$ cat config.mk
export PLATFORM = sky130hd
export DESIGN_NAME = neurosync_round_controller
export DESIGN_NICKNAME = d
export VERILOG_FILES = /design/src/rtl/neurosync_pkg.sv /design/src/rtl/neurosync_player_slot.sv /design/src/rtl/neurosync_round_controller.sv
export SDC_FILE = /design/constraint.sdc
export NUM_CORES = 1
export LEC_CHECK = 0
export ABC_AREA = 1
export CAP_MARGIN = 0
export CORE_ASPECT_RATIO = 1.1
export CORE_UTILIZATION = 35
export CTS_CLUSTER_SIZE = 12
export DETAILED_ROUTE_END_ITERATION = 8
export PLACE_DENSITY = 0.5
export SYNTH_ARGS = -nofsm -noshare
export SYNTH_HDL_FRONTEND = slang
export SYNTH_SLANG_ARGS = --single-unit
$ cat constraint.sdc
create_clock -name clk_i -period 5.2 [get_ports clk_i]
set_input_delay 1.04 -clock clk_i [delete_from_list [all_inputs] [get_ports clk_i]]
set_output_delay 1.04 -clock clk_i [all_outputs]
set_load 0.05 [all_outputs]
$ cat src/rtl/neurosync_pkg.sv
// -----------------------------------------------------------------------------
// neurosync_pkg
//   Shared definitions for the NeuroSync round controller.
//   - state_t : FSM state encoding. The numeric values appear on db_estado_o,
//               so they must stay fixed.
//   - clog2w  : index width helper. It returns max(1, ceil(log2(n))), so a
//               single-entry dimension still gets a 1-bit index.
// -----------------------------------------------------------------------------
package neurosync_pkg;

   typedef enum logic [2:0] {
      INICIAL = 3'd0,
      PREPARA = 3'd1,
      MOSTRA  = 3'd2,
      ESPERA  = 3'd3,
      AVALIA  = 3'd4,
      PROXIMA = 3'd5,
      FIM     = 3'd6
   } state_t;

   function automatic int clog2w(input int n);
      int w;
      w = 1;
      // The loop stops at bit 30 so that 1 << i stays positive.
      for (int i = 1; i < 31; i++) begin
         if ((1 << i) < n) w = i + 1;
      end
      return w;
   endfunction

endpackage

$ cat src/rtl/neurosync_player_slot.sv
// -----------------------------------------------------------------------------
// neurosync_player_slot
//   Per-player answer logic: rising-edge detection on the player's raw
//   buttons, the answer lock, the answer flag, the correctness flag and the
//   saturating score.
// Ports
//   clk_i, rst_ni   clock, asynchronous active-low reset
//   botoes_i        raw option buttons of this player
//   gabarito_i      correct option of the current question
//   clear_score_i   zero the score (new game)
//   clear_round_i   drop the lock and answer flag (new game / new question)
//   window_i        answer window is open
//   eval_i          evaluation cycle: add a point when the answer is correct
//   show_i          acertou_o is meaningful (evaluation/advance cycles)
//   respondeu_o     player has locked an answer
//   acertou_o       locked answer matches gabarito_i (gated by show_i)
//   pontos_o        score
// -----------------------------------------------------------------------------
module neurosync_player_slot
   import neurosync_pkg::*;
#(
   parameter  int N_OPTIONS = 4,
   parameter  int SCORE_W   = 4,
   localparam int OW        = clog2w(N_OPTIONS)
) (
   input  logic                 clk_i,
   input  logic                 rst_ni,
   input  logic [N_OPTIONS-1:0] botoes_i,
   input  logic [OW-1:0]        gabarito_i,
   input  logic                 clear_score_i,
   input  logic                 clear_round_i,
   input  logic                 window_i,
   input  logic                 eval_i,
   input  logic                 show_i,
   output logic                 respondeu_o,
   output logic                 acertou_o,
   output logic [SCORE_W-1:0]   pontos_o
);

   logic [N_OPTIONS-1:0] sync_q;
   logic [N_OPTIONS-1:0] prev_q;
   logic [N_OPTIONS-1:0] pulse;
   logic [OW-1:0]        lock_q, lock_d;
   logic [OW-1:0]        pick;
   logic                 resp_q, resp_d;
   logic [SCORE_W-1:0]   score_q, score_d;
   logic                 hit;

   assign pulse = sync_q & ~prev_q;

   // Index of the pulsing option. This value is used only when exactly one
   // pulse is active, so the priority among several pulses does not matter.
   always_comb begin
      pick = '0;
      for (int k = 0; k < N_OPTIONS; k++) begin
         if (pulse[k]) pick = OW'(k);
      end
   end

   assign hit = resp_q & (lock_q == gabarito_i);

   always_comb begin
      lock_d  = lock_q;
      resp_d  = resp_q;
      score_d = score_q;
      if (clear_round_i) begin
         lock_d = '0;
         resp_d = 1'b0;
      end else if (window_i && !resp_q && $onehot(pulse)) begin
         // First clean single press wins. Simultaneous presses are treated
         // as ambiguous and do not lock.
         lock_d = pick;
         resp_d = 1'b1;
      end
      if (clear_score_i) begin
         score_d = '0;
      end else if (eval_i && hit && (score_q != {SCORE_W{1'b1}})) begin
         score_d = score_q + 1'b1;
      end
   end

   always_ff @(posedge clk_i or negedge rst_ni) begin
      if (!rst_ni) begin
         sync_q  <= '0;
         prev_q  <= '0;
         lock_q  <= '0;
         resp_q  <= 1'b0;
         score_q <= '0;
      end else begin
         sync_q  <= botoes_i;
         prev_q  <= sync_q;
         lock_q  <= lock_d;
         resp_q  <= resp_d;
         score_q <= score_d;
      end
   end

   assign respondeu_o = resp_q;
   assign acertou_o   = show_i & hit;
   assign pontos_o    = score_q;

endmodule

$ cat src/rtl/neurosync_round_controller.sv
// -----------------------------------------------------------------------------
// neurosync_round_controller
//   Sequences the questions of a NeuroSync multiplayer game. For each
//   question it opens a timed answer window, scores the locked answers and,
//   after the last question, reports the winner.
// Ports
//   clk_i, rst_ni      clock, asynchronous active-low reset
//   jogar_i            raw level; a rising edge starts or restarts a game
//   confirma_i         raw level; a rising edge closes the answer window early
//   botoes_i           raw buttons; player p option k at bit p*N_OPTIONS+k
//   gabarito_i         correct option read from the ROM (1-cycle latency)
//   addr_pergunta_o    current question index (ROM address)
//   respondeu_o        per-player "answer locked" flags
//   acertou_o          per-player "answer correct" flags (AVALIA/PROXIMA)
//   pontos_o           packed scores, player p at [p*SCORE_W +: SCORE_W]
//   vencedor_o         lowest-index top scorer (valid in FIM)
//   empate_o           more than one player holds the top score (valid in FIM)
//   jogando_o          round in progress (MOSTRA..PROXIMA)
//   fim_o              game over
//   db_estado_o        FSM state encoding
// -----------------------------------------------------------------------------
module neurosync_round_controller
   import neurosync_pkg::*;
#(
   parameter  int N_PLAYERS      = 2,
   parameter  int N_OPTIONS      = 4,
   parameter  int N_QUESTIONS    = 8,
   parameter  int TIMEOUT_CYCLES = 50_000_000,
   parameter  int SCORE_W        = 4,
   localparam int PW             = clog2w(N_PLAYERS),
   localparam int OW             = clog2w(N_OPTIONS),
   localparam int AW             = clog2w(N_QUESTIONS),
   localparam int TW             = clog2w(TIMEOUT_CYCLES)
) (
   input  logic                         clk_i,
   input  logic                         rst_ni,
   input  logic                         jogar_i,
   input  logic                         confirma_i,
   input  logic [N_PLAYERS*N_OPTIONS-1:0] botoes_i,
   input  logic [OW-1:0]                gabarito_i,
   output logic [AW-1:0]                addr_pergunta_o,
   output logic [N_PLAYERS-1:0]         respondeu_o,
   output logic [N_PLAYERS-1:0]         acertou_o,
   output logic [N_PLAYERS*SCORE_W-1:0] pontos_o,
   output logic [PW-1:0]                vencedor_o,
   output logic                         empate_o,
   output logic                         jogando_o,
   output logic                         fim_o,
   output logic [2:0]                   db_estado_o
);

   state_t        state_q;
   logic [TW-1:0] timer_q;
   logic [AW-1:0] addr_q;
   logic [PW-1:0] vencedor_q;
   logic          empate_q;

   logic jogar_q, jogar_prev_q, conf_q, conf_prev_q;
   logic jogar_pulse, conf_pulse;

   logic [SCORE_W-1:0] score_w [N_PLAYERS];
   logic [PW-1:0]      best_idx;
   logic [SCORE_W-1:0] best_score;
   logic               tie;
   logic               all_resp;
   logic               last_q;

   // Registered copies of the control inputs, with rising-edge pulses.
   always_ff @(posedge clk_i or negedge rst_ni) begin
      if (!rst_ni) begin
         jogar_q      <= 1'b0;
         jogar_prev_q <= 1'b0;
         conf_q       <= 1'b0;
         conf_prev_q  <= 1'b0;
      end else begin
         jogar_q      <= jogar_i;
         jogar_prev_q <= jogar_q;
         conf_q       <= confirma_i;
         conf_prev_q  <= conf_q;
      end
   end

   assign jogar_pulse = jogar_q & ~jogar_prev_q;
   assign conf_pulse  = conf_q & ~conf_prev_q;

   genvar gi;
   generate
      for (gi = 0; gi < N_PLAYERS; gi++) begin : g_slot
         neurosync_player_slot #(
            .N_OPTIONS (N_OPTIONS),
            .SCORE_W   (SCORE_W)
         ) u_slot (
            .clk_i         (clk_i),
            .rst_ni        (rst_ni),
            .botoes_i      (botoes_i[gi*N_OPTIONS +: N_OPTIONS]),
            .gabarito_i    (gabarito_i),
            .clear_score_i (state_q == PREPARA),
            .clear_round_i ((state_q == PREPARA) || (state_q == MOSTRA)),
            .window_i      (state_q == ESPERA),
            .eval_i        (state_q == AVALIA),
            .show_i        ((state_q == AVALIA) || (state_q == PROXIMA)),
            .respondeu_o   (respondeu_o[gi]),
            .acertou_o     (acertou_o[gi]),
            .pontos_o      (score_w[gi])
         );
         assign pontos_o[gi*SCORE_W +: SCORE_W] = score_w[gi];
      end
   endgenerate

   // Winner reduction. A strictly greater score takes the lead and clears
   // the tie flag. An equal score keeps the lower index and marks a tie.
   always_comb begin
      best_idx   = '0;
      best_score = score_w[0];
      tie        = 1'b0;
      for (int p = 1; p < N_PLAYERS; p++) begin
         if (score_w[p] > best_score) begin
            best_score = score_w[p];
            best_idx   = PW'(p);
            tie        = 1'b0;
         end else if (score_w[p] == best_score) begin
            tie = 1'b1;
         end
      end
   end

   assign all_resp = &respondeu_o;
   assign last_q   = (addr_q == AW'(N_QUESTIONS - 1));

   always_ff @(posedge clk_i or negedge rst_ni) begin
      if (!rst_ni) begin
         state_q    <= INICIAL;
         timer_q    <= '0;
         addr_q     <= '0;
         vencedor_q <= '0;
         empate_q   <= 1'b0;
      end else begin
         case (state_q)
            INICIAL: if (jogar_pulse) state_q <= PREPARA;
            PREPARA: begin
               addr_q     <= '0;
               vencedor_q <= '0;
               empate_q   <= 1'b0;
               state_q    <= MOSTRA;
            end
            MOSTRA: begin
               timer_q <= TW'(TIMEOUT_CYCLES - 1);
               state_q <= ESPERA;
            end
            ESPERA: begin
               if (timer_q != '0) timer_q <= timer_q - 1'b1;
               // A lock taken in this same cycle is still registered by the
               // slot, so it is evaluated in AVALIA.
               if (all_resp || (timer_q == '0) || conf_pulse) state_q <= AVALIA;
            end
            AVALIA: state_q <= PROXIMA;
            PROXIMA: begin
               if (last_q) begin
                  // The scores are final here, so the winner can be captured.
                  vencedor_q <= best_idx;
                  empate_q   <= tie;
                  state_q    <= FIM;
               end else begin
                  addr_q  <= addr_q + 1'b1;
                  state_q <= MOSTRA;
               end
            end
            FIM:     if (jogar_pulse) state_q <= PREPARA;
            default: state_q <= INICIAL;
         endcase
      end
   end

   assign addr_pergunta_o = addr_q;
   assign vencedor_o      = vencedor_q;
   assign empate_o        = empate_q;
   assign jogando_o       = (state_q == MOSTRA) || (state_q == ESPERA) ||
                            (state_q == AVALIA) || (state_q == PROXIMA);
   assign fim_o           = (state_q == FIM);
   assign db_estado_o     = state_q;

endmodule

==> run metrics <==
status complete, no violations; fin. max-slew vios 0; main area contributors after synthesis sky130_fd_sc_hd__dfrtp_1, sky130_fd_sc_hd__nand2_1, sky130_fd_sc_hd__nand3_1, sky130_fd_sc_hd__nor2_1, sky130_fd_sc_hd__inv_1; worst min path class reg -> reg; post-CTS resize count 0; final hold violation count 0; crit end category output port; crit start category primary input; global-route wire length before repair around 15000 um; number of different library cells in the post-synthesis netlist 28; GRT Util Overall 0.173; worst setup margin ~1300 ps; sequential share of power 0.324; floorplan die width between 100 and 150 um; antenna diode instance count 0; worst rel slew slack 0.508; met3 track utilization from global routing 0.0408; Power Dens Cells 516 mW/mm^2; remaining number of nets flagged by the antenna check after routing 0; Post-Route Setup TNS 0 ps; origin of the critical flop-to-flop path db_estado_o[2]; # nets final between 500 and 600; Slew @ Worst Pin around 740 ps; part of the power in the clock network 0.271; grt ovf 0; TritonCTS Sinks 68; Post-synth EDFFs 0; RSZ-0062 raised after global routing false; most used standard cell by instance count after synthesis sky130_fd_sc_hd__nand2_1; Area growth, synth to finish 19.4%; sequential element share of the synthesized area 0.435; data arrival at the endpoint of the critical path about 2800 ps; summed instance area of the synthesized netlist just under 0.004 sq mm; clock transition at the registers of the reported paths approximately 50 ps; mux cell area share after synthesis 0; starting density of the core 0.359; buffers added on ports 35; per-instance average area after synthesis between 7 and 8 sq um; maximum number of buffers from clock root to sink 2; level count of the clock H-tree 3; number of setup violations in the final report 0; number of synthesized register bits a little under 70; xor-xnor portion of the synthesized cell area 0.0313; cell area after layout 0.00467 sq mm; Fmax achieved 0.258 GHz; power share of the combinational group 0.405; cell types with the highest counts after synthesis sky130_fd_sc_hd__nand2_1, sky130_fd_sc_hd__nor2_1, sky130_fd_sc_hd__dfrtp_1; setup slack, reg-to-reg between 2000 and 3000 ps; synth warn 0; number of vias in the routed layout roughly 3300; number of standard-cell rows in the floorplan 40; minimum period implied by the final worst setup slack about 3900 ps; sw frac 0.427; Max rail drop VDD 0.215 mV; average wire per cell in the routed design about 13 um; met1 Resource Use GR 0.232; layout cell share with drive strength beyond 1 0.0832; Clock Skews roughly 7 ps; gate count after technology mapping just over 500; Syn Nets roughly 540; CP max FO 3; TritonCTS clock tree yes; detailed-route vias per instance approximately 4.7; CTS buffer count 9; type of the worst setup path in -> out; Internal Pwr Total between 1000 and 1500 uW; Die ar. 0.0116 sq mm; routability congestion estimate around 0.79; first drt pass iteration count 4; largest family of logic cells by synthesized area simple AND/OR/NAND/NOR gates; Most used DFF post-synth sky130_fd_sc_hd__dfrtp_1; pin count of the biggest net entering global routing 40; sum of net half-perimeters after detailed placement 6220 um; I/O pin count 36; GR Layer Usage met2 0.269; Max Cap Violations 0; post-route clock period utilization 0.745; via count of the first global-routing pass ~3200; launch point of the worst hold path g_slot[1].u_slot.sync_q[2]; number of setup buffers added after CTS 0; clock root buffer master sky130_fd_sc_hd__clkbuf_16; required time of the critical path about 4200 ps; dpl ws roughly 1300 ps; net switching power of the design just over 1000 uW; antenna violations before repair 0; CP Launch Point gabarito_i[0]; Compound-Gate Fraction of Synth Area 0.0617; final wirelength 8850 um; post-synthesis cell type with the largest combined area sky130_fd_sc_hd__dfrtp_1; adder-cell share of the synthesized area 0.0646; post-detailed-route DRC marker count 0; y dimension of the die around 110 um; fraction of post-synthesis cell area in the top cell type by area 0.435; proportion of synthesized flip-flops having asynchronous set or reset 1.00; drt initial violations between 100 and 150; placed cell areas 0.00436 sq mm; clock latency on the worst-skew pair 330 ps; number of buffers inserted by hold repair at cts 0; reported leakage power between 0.002 and 0.0025 uW; simple-gate share of the synthesized area 0.321; gr busiest metal met2; area inside the core boundary 0.0109 sq mm
-- final timing paths --
kind	endpoint	cells after the start
worst min-delay path	g_slot[1].u_slot.prev_q[2]	0
worst min register to register	g_slot[1].u_slot.prev_q[2]	0
max in group asynchronous	timer_q[10]	2
min in group asynchronous	timer_q[22]	1
worst max register to register	timer_q[4]	7
worst max-delay path	acertou_o[1]	5
-- area by class of cell --
| type | instances | area (sq um) |
|---|---|---|
| repair buffers | 36 | 353 |
| well taps | 147 | 184 |
| clock buffers | 11 | 243 |
| multi-input cells | 357 | 1870 |
| flip-flops and latches | 68 | 1700 |
| fillers | 1142 | 6240 |
| inverters | 65 | 244 |
| clock inverters | 4 | 73.8 |
-- flip-flops by register name, summed over array words and instances (netlist names), 2 cells and up --
name and cells:
g_slot.u_slot.lock_q 4, addr_pergunta_o 3, timer_q 26, g_slot.u_slot.prev_q 8, g_slot.u_slot.respondeu_o 2, g_slot.u_slot.pontos_o 8, g_slot.u_slot.sync_q 8, db_estado_o 3
-- routing by layer --
metal	part of all wire	vias up
met5	0	-
li1	-	1674
met1	0.47	1533
met3	0.028	9
met2	0.48	48
met4	0.017	0
-- power groups by stage --
| stage | Sequential (uW) | Clock (uW) | Combinational (uW) |
|---|---|---|---|
| after floorplan | 803 | 0 | 748 |
| after global placement | 784 | 0 | 975 |
| after detailed placement | 786 | 0 | 989 |
| after CTS | 778 | 671 | 993 |
| after global routing | 797 | 695 | 1110 |
| final | 780 | 652 | 976 |
-- stage by stage --
stage | hold slack (ps) | total power (uW) | cells | utilization
2_1_floorplan | 354 | 1550 | 503 | -
3_3_place_gp | 357 | 1760 | 673 | 0.399
3_5_place_dp | 362 | 1770 | 673 | 0.399
4_1_cts | 374 | 2440 | 688 | 0.428
5_1_grt | 384 | 2600 | 688 | 0.428
6_report | 371 | 2410 | 688 | 0.428
-- layout by cell type, fill, tap and decap left out, types with 3 or more instances in the layout --
cell type	synthesis	layout
sky130_fd_sc_hd__xor2_1	12	12
sky130_fd_sc_hd__nor3_1	3	3
sky130_fd_sc_hd__clkdlybuf4s50_1	0	34
sky130_fd_sc_hd__nor2_2	4	4
sky130_fd_sc_hd__nor2_1	71	71
sky130_fd_sc_hd__nand4_1	12	12
sky130_fd_sc_hd__ha_1	17	17
sky130_fd_sc_hd__o21ai_0	7	7
sky130_fd_sc_hd__nand2_2	3	3
sky130_fd_sc_hd__inv_1	62	62
sky130_fd_sc_hd__nand3_1	67	67
sky130_fd_sc_hd__dfrtp_1	68	68
sky130_fd_sc_hd__nand2_1	122	122
sky130_fd_sc_hd__o21ai_2	13	13
sky130_fd_sc_hd__inv_2	3	3
sky130_fd_sc_hd__clkbuf_16	0	9
sky130_fd_sc_hd__a21oi_1	10	10
-- worst max-delay path, stage by stage --
cell and delay, ps:
sky130_fd_sc_hd__clkdlybuf4s50_1 520, sky130_fd_sc_hd__xnor2_1 130, sky130_fd_sc_hd__o211ai_1 180, sky130_fd_sc_hd__nor2_1 150, sky130_fd_sc_hd__clkdlybuf4s50_1 810
-- logic make-up after synthesis --
family / Yosys count
flip-flops: 68
XOR/XNOR: 14
AO/OA/AOI/OAI: 35
adder cells (fa/ha/maj): 19
AND/OR/NAND/NOR: 289
buffers and inverters: 78
(Power assumes the default switching activity.)
